### src/rtl/seq_divider8.sv
// Sequential unsigned restoring divider: one quotient bit per RUN cycle,
// MSB first, IDLE -> RUN -> DONE with a one-cycle done pulse.
//
// Optional feature macro: DIV_ZERO_DETECT_EN
//   When defined, a zero divisor skips RUN and flags div_by_zero.
//   When undefined, div_by_zero is tied low.
//
// Ports:
//   clk, rst        - clock, synchronous active-high reset
//   start           - request, sampled only in IDLE
//   dividend        - numerator, captured when start is accepted
//   divisor         - denominator, captured when start is accepted
//   busy            - high while in RUN
//   done            - one-cycle pulse, results valid
//   quotient        - registered quotient
//   remainder       - registered remainder
//   div_by_zero     - registered flag for the last completed division

module seq_divider8 #(
    parameter int WIDTH = 8
) (
    input  logic             clk,
    input  logic             rst,
    input  logic             start,
    input  logic [WIDTH-1:0] dividend,
    input  logic [WIDTH-1:0] divisor,
    output logic             busy,
    output logic             done,
    output logic [WIDTH-1:0] quotient,
    output logic [WIDTH-1:0] remainder,
    output logic             div_by_zero
);

    typedef enum logic [1:0] {
        IDLE = 2'd0,
        RUN  = 2'd1,
        DONE = 2'd2
    } state_t;

    localparam int CW = (WIDTH > 1) ? $clog2(WIDTH) : 1;
    localparam logic [CW-1:0] LAST = CW'(WIDTH - 1);

    state_t           state_q, state_d;
    logic [CW-1:0]    cnt_q, cnt_d;
    logic [WIDTH:0]   rem_q, rem_d;
    logic [WIDTH-1:0] quo_q, quo_d;
    logic [WIDTH-1:0] dvs_q, dvs_d;
    logic [WIDTH-1:0] quotient_q, quotient_d;
    logic [WIDTH-1:0] remainder_q, remainder_d;
`ifdef DIV_ZERO_DETECT_EN
    logic             dbz_q, dbz_d;
`endif

    // One restoring step. quo_q starts as the dividend; its MSB is shifted
    // into the partial remainder while the new quotient bit enters at LSB.
    logic [WIDTH:0]   shifted;
    logic [WIDTH+1:0] diff;
    logic             take;
    logic [WIDTH:0]   rem_nx;
    logic [WIDTH-1:0] quo_nx;

    always_comb begin
        shifted = {rem_q[WIDTH-1:0], quo_q[WIDTH-1]};
        diff    = {1'b0, shifted} - {2'b00, dvs_q};
        take    = ~diff[WIDTH+1];
        rem_nx  = take ? diff[WIDTH:0] : shifted;
        quo_nx  = {quo_q[WIDTH-2:0], take};
    end

    always_comb begin
        state_d     = state_q;
        cnt_d       = cnt_q;
        rem_d       = rem_q;
        quo_d       = quo_q;
        dvs_d       = dvs_q;
        quotient_d  = quotient_q;
        remainder_d = remainder_q;
`ifdef DIV_ZERO_DETECT_EN
        dbz_d       = dbz_q;
`endif
        unique case (state_q)
            IDLE: begin
                if (start) begin
                    dvs_d   = divisor;
                    quo_d   = dividend;
                    rem_d   = '0;
                    cnt_d   = '0;
                    state_d = RUN;
`ifdef DIV_ZERO_DETECT_EN
                    if (divisor == '0) begin
                        state_d     = DONE;
                        quotient_d  = '1;
                        remainder_d = dividend;
                        dbz_d       = 1'b1;
                    end
`endif
                end
            end
            RUN: begin
                rem_d = rem_nx;
                quo_d = quo_nx;
                cnt_d = cnt_q + 1'b1;
                if (cnt_q == LAST) begin
                    state_d     = DONE;
                    quotient_d  = quo_nx;
                    remainder_d = rem_nx[WIDTH-1:0];
`ifdef DIV_ZERO_DETECT_EN
                    dbz_d       = 1'b0;
`endif
                end
            end
            DONE: begin
                state_d = IDLE;
            end
            default: begin
                state_d = IDLE;
            end
        endcase
    end

    always_ff @(posedge clk) begin
        if (rst) begin
            state_q     <= IDLE;
            cnt_q       <= '0;
            rem_q       <= '0;
            quo_q       <= '0;
            dvs_q       <= '0;
            quotient_q  <= '0;
            remainder_q <= '0;
`ifdef DIV_ZERO_DETECT_EN
            dbz_q       <= 1'b0;
`endif
        end else begin
            state_q     <= state_d;
            cnt_q       <= cnt_d;
            rem_q       <= rem_d;
            quo_q       <= quo_d;
            dvs_q       <= dvs_d;
            quotient_q  <= quotient_d;
            remainder_q <= remainder_d;
`ifdef DIV_ZERO_DETECT_EN
            dbz_q       <= dbz_d;
`endif
        end
    end

    assign busy      = (state_q == RUN);
    assign done      = (state_q == DONE);
    assign quotient  = quotient_q;
    assign remainder = remainder_q;
`ifdef DIV_ZERO_DETECT_EN
    assign div_by_zero = dbz_q;
`else
    assign div_by_zero = 1'b0;
`endif

endmodule

### config.mk
export PLATFORM = sky130hd
export DESIGN_NAME = seq_divider8
export DESIGN_NICKNAME = d
export VERILOG_FILES = /design/src/rtl/seq_divider8.sv
export SDC_FILE = /design/constraint.sdc
export NUM_CORES = 1
export LEC_CHECK = 0
export CORE_UTILIZATION = 28
export CTS_CLUSTER_DIAMETER = 200
export CTS_CLUSTER_SIZE = 24
export DETAILED_ROUTE_END_ITERATION = 16
export SYNTH_ARGS = -nofsm -noshare
export SYNTH_HDL_FRONTEND = slang
export SYNTH_SLANG_ARGS = --single-unit
### constraint.sdc
create_clock -name clk -period 1.97 [get_ports clk]
set_input_delay 0.394 -clock clk [delete_from_list [all_inputs] [get_ports clk]]
set_output_delay 0.394 -clock clk [all_outputs]
set_load 0.01 [all_outputs]
Yosys cells after proc, flatten, opt, wreduce, memory -nomap -nowiden --
Index checks and enable logic that the tools add are counted.
Storage, ports and cells: flip-flop bits (word level) 45, latch bits 0, RAM bits 0, ROM bits 0, input bits 19, output and inout port bits 19, word-level logic and storage cells 31, memories 0
Operators by class: add/sub/neg operators 2, $mul 0, div/mod/pow operators 0, $lt $le $gt $ge 0, equal/unequal tests 5, shift operators 0, muxes and demuxes 10, bitwise gates (word level) 1, reduce and logical (&&, ||, !) cells 6
Operators with widths (count):
- $pmux 8 s2 | 2
- $mux 8 | 3
- $sub 9x8->10 | 1
- $reduce_and 2->1 | 4
- $pmux 3 s2 | 1
- $mux 2 | 2
- $pmux 2 s2 | 1
- $add 3x1->3 const B | 1
- $eq 3x3->1 const B | 1
- $mux 3 | 1
- $eq 2x1->1 const B | 1
- $eq 2x2->1 const B | 1
- $logic_not 2->1 | 1
- $ne 2x1->1 const B | 1
- $ne 2x2->1 const B | 1
- $reduce_bool 2->1 | 1
- $not 1->1 | 1

Logic depth before layout (Yosys ltp) --
word-level depth 3, mapped depth 9, mapped depth without buffers 9

Worst setup path before layout --
OpenSTA, ideal clock, no wires.
path kind register -> register, start point reg quo_q[7], end point reg remainder_q[6] (netlist: remainder[6]), setup time 86 ps, data arrival time 1924 ps, required time 1884 ps, path slack -39 ps, cell stages (with the launch flop) 10, path buffers 0, clock period less this slack 2009 ps, cell sequence dfxtp_1 inv_1 ha_1 inv_1 fa_1 a211oi_1 or4b_2 o2111ai_1 mux2i_1 a211oi_1
Between the ends: cells in the longest elaborated chain, start to end 2
Ends and longest elaborated chain:
- start, declared | RTL line 46 | logic [WIDTH-1:0] quo_q, quo_d;
- start signal, assigned | RTL line 137 | quo_q <= quo_d;
- $sub 9x8->10 | RTL line 64 | diff = {1'b0, shifted} - {2'b00, dvs_q};
- $mux 8 | RTL line 66 | rem_nx = take ? diff[WIDTH:0] : shifted;
- end signal, assigned | RTL line 140 | remainder_q <= remainder_d;
- end, declared | RTL line 49 | logic [WIDTH-1:0] remainder_q, remainder_d;
Every way passes these cells. A chain may end at the register's enable or synchronous reset.

Worst setup path in the final report --
start point reg dvs_q[2], end point reg remainder_q[2] (netlist: remainder[2])
Between the ends: cells in the longest elaborated chain, start to end 2
Ends and longest elaborated chain:
- start, declared | RTL line 47 | logic [WIDTH-1:0] dvs_q, dvs_d;
- start signal, assigned | RTL line 138 | dvs_q <= dvs_d;
- $sub 9x8->10 | RTL line 64
- $mux 8 | RTL line 66
Every way passes these cells.

==> metrics.cfg <==
[status]
status=completed

[route]
ant_nets=0
vias=2072
drtPass1Iterations=4
drt_iter0_drc=113
drc=0
viasPerCell=4.752
wl_per_cell_um=12.76
routed_wl_um=5565

[synthesis]
synthCells=274
synth_cell_type_count=43
syn_nets=304
synth_flop_cell=dfxtp_1
yosysSeqAreaShare=0.4105
synth-seq-cells=45
synth_edf_count=0
syn_area_mm2=0.002195
syn_avg_cell_area_um2=8.010
synthArstFlopShare=0
yosysWarningCount=0

[die]
num_rows=31
dieArea_mm2=0.008196
die_y_um=90.53
initial_utilization=0.2962
io_pins=38
dieWidth_um=90.53
coreArea_mm2=0.007408

[sta]
fmax_mhz=514.0
min_period_over_period=0.9876
slew_violations=0
period_minus_slack_ps=1946
fin_hold_ws_ps=455.7
rsz0062_at_grt=true
finalHoldViolCount=0
setup_viol=0
skew_ps=5.419

[cts]
htreeDepth=2
numCtsBuffers=5
cts_tree=done
clkTransAtPathRegs_ps=90
clockBufferDepth=2
cts-root-buf=clkbuf_8
clock_sink_count=45
cts_hold_buf=0
clock_latency_ps=300

[pwr]
leakagePower_uw=0.001199
p_switching_uw=911.3
p_int_uw=2028
p_per_area_mw_per_mm2=922.5
pwr-share-comb=0.364
p_seq_frac=0.345
p_total_uw=2939
p_clk_frac=0.291
vdd_drop_max_v=0.0003103
swShare=0.3101

[place]
dp_hpwl_um=3976
place_inst=424
gp_congestion=0.8025
io_buffers=36

[job]
max_cap_violations=0

[finish]
final_nets=366
fillerInstances=727
fin_cells=436
regArea_um2=914.6
antenna_cells=0
drive_gt1_frac=0.2522
multi_input_area_mm2=0.001305
synthToLayoutAreaGrowth_pct=45.15

[setup_path]
cp-end-kind=flop
timing.rr.start=dvs_q[2]$_SDFFE_PP0P_
start_kind=flop
crit_slowest_cell=or4_1
cp_slowest_stage_delay_ps=390
cp_max_fo=6
worstSetupPathType=flop to flop
crit_required_ps=2220
critPathArrivalTime_ps=2200
critical_path.startpoint=dvs_q[2]$_SDFFE_PP0P_
crit_path_cell_trace=inv_2 > ha_4 > nor2_1 > a2111oi_4 > or2_1 > buf_6 > or4_1 > nand3_1

[global_route]
grt_pass1_wl_um=9170
grt_max_degree=23
gr-total-overflow=0
grt_util_all_layers=0.1368
antenna_found_initial=0
grt_pass1_vias=1949

[hold_path]
hp-start=dvs_q[6]$_SDFFE_PP0P_
hold_path.class=flop to flop

[power groups by stage]
stage	clock [µW]	sequential, µW	combinational (µW)
final	855	1020	1070
after global routing	911	1020	1160
after CTS	865	1010	908
after detailed placement	0	1020	853
after global placement	0	1020	840
after floorplan	0	1010	559
[kinds of logic (layout without fill, tap and decap cells)]
logic type | Yosys count | in the layout | synth area share
compound gates | 64 | 64 | 0.1995
simple gates | 115 | 115 | 0.2292
fa+ha+maj | 11 | 11 | 0.06613
mux | 4 | 4 | 0.01824
flops | 45 | 45 | 0.4105
buf+inv | 31 | 94 | 0.06271
xor+xnor | 3 | 3 | 0.01197
other cells | 1 | 1 | 0.001709
[worst max-delay path: cells and delay by family, from the launching register on]
family                     cells  cell delay (ps)
DFF                            1              340
buffers and inverters          2              190
adders and majority gates      1              170
AOI/OAI and AO/OA              1              140
and+or+nand+nor                4             1060
[routing by layer]
| metal | routed length, µm | up-vias | global-route usage |
|---|---|---|---|
| met5 | 0 | - | 0 |
| met4 | 55 | 0 | 0.03898 |
| met3 | 195 | 5 | 0.03030 |
| met2 | 2564 | 47 | 0.2096 |
| met1 | 2750 | 953 | 0.1913 |
| li1 | - | 1067 | - |
[synth_stat cells (2+ instances only)]
| cell | number | area share |
|---|---|---|
| a211oi_1 | 10 | 0.034 |
| a21oi_1 | 23 | 0.052 |
| a311oi_1 | 7 | 0.028 |
| a31oi_1 | 3 | 0.0086 |
| buf_1 | 2 | 0.0034 |
| buf_2 | 2 | 0.0046 |
| buf_4 | 3 | 0.010 |
| clkbuf_1 | 8 | 0.014 |
| dfxtp_1 | 45 | 0.41 |
| ha_1 | 10 | 0.057 |
| inv_1 | 14 | 0.024 |
| mux2i_1 | 4 | 0.018 |
| nand2_1 | 60 | 0.10 |
| nand2b_1 | 3 | 0.0086 |
| nand3_1 | 4 | 0.0091 |
| nor2_1 | 28 | 0.048 |
| nor3_1 | 4 | 0.0091 |
| nor3b_1 | 5 | 0.017 |
| o21ai_0 | 13 | 0.030 |
| or4_1 | 2 | 0.0068 |
| xor2_1 | 2 | 0.0080 |
[cells in the final DEF, fill, tap and decap left out, types with 4 or more instances in the layout]
cell type and n:
clkdlybuf4s50_1 36, nor3_1 4, a211oi_1 8, clkbuf_8 5
inv_1 9, o21ai_0 12, ha_4 6, buf_4 31
nor2_1 26, nor3b_1 5, nand2_1 60, a21oi_1 22
a311oi_1 7, nand3_1 4, dfxtp_1 34, inv_2 5
dfxtp_2 11
[worst paths after layout]
check                                            endpoint  cells past startpoint  slack (ps)
worst min register to register      dvs_q[6]$_SDFFE_PP0P_                      2         460
worst min-delay path                dvs_q[6]$_SDFFE_PP0P_                      2         460
worst max-delay path            remainder[2]$_SDFFE_PP0P_                      8          20
worst max register to register  remainder[2]$_SDFFE_PP0P_                      8          20
[sequential cells by signal (all words and copies together), names as in the netlist]
signal	count
cnt_q	3
dvs_q	8
quo_q	8
quotient	8
rem_q	8
remainder	8
state_q	2
[metrics by stage]
| stage | worst slack, ps | area (µm²) | utilization | TNS [ps] |
|---|---|---|---|---|
| 2_1_floorplan | -15.91 | 2207 | - | -15.91 |
| 3_3_place_gp | -72.12 | 2855 | 0.3854 | -124.8 |
| 3_5_place_dp | -123.5 | 2855 | 0.3854 | -504.4 |
| 4_1_cts | 1.477 | 3075 | 0.4151 | 0 |
| 5_1_grt | -71.65 | 3186 | 0.4300 | -347.3 |
| 6_report | 24.34 | 3186 | 0.4300 | 0 |
[area by class of cell]
class / count / share of cell area
Tap cell: 99 / 0.03888
Clock inverter: 3 / 0.02160
Clock buffer: 5 / 0.02160
Timing Repair Buffer: 71 / 0.2031
Sequential cell: 45 / 0.2871
Inverter: 15 / 0.01807
Multi-Input combinational cell: 198 / 0.4097
[repair_timing]
item | CTS | global route
setup buffers | 2 | 2
gates cloned | 0 | 0
pin swaps | 4 | 14
endpoints found under the hold margin | 0 | 0
gates resized for setup | 10 | 30
setup endpoints to repair | 13 | 15
Power figures use the tool's default switching activity.
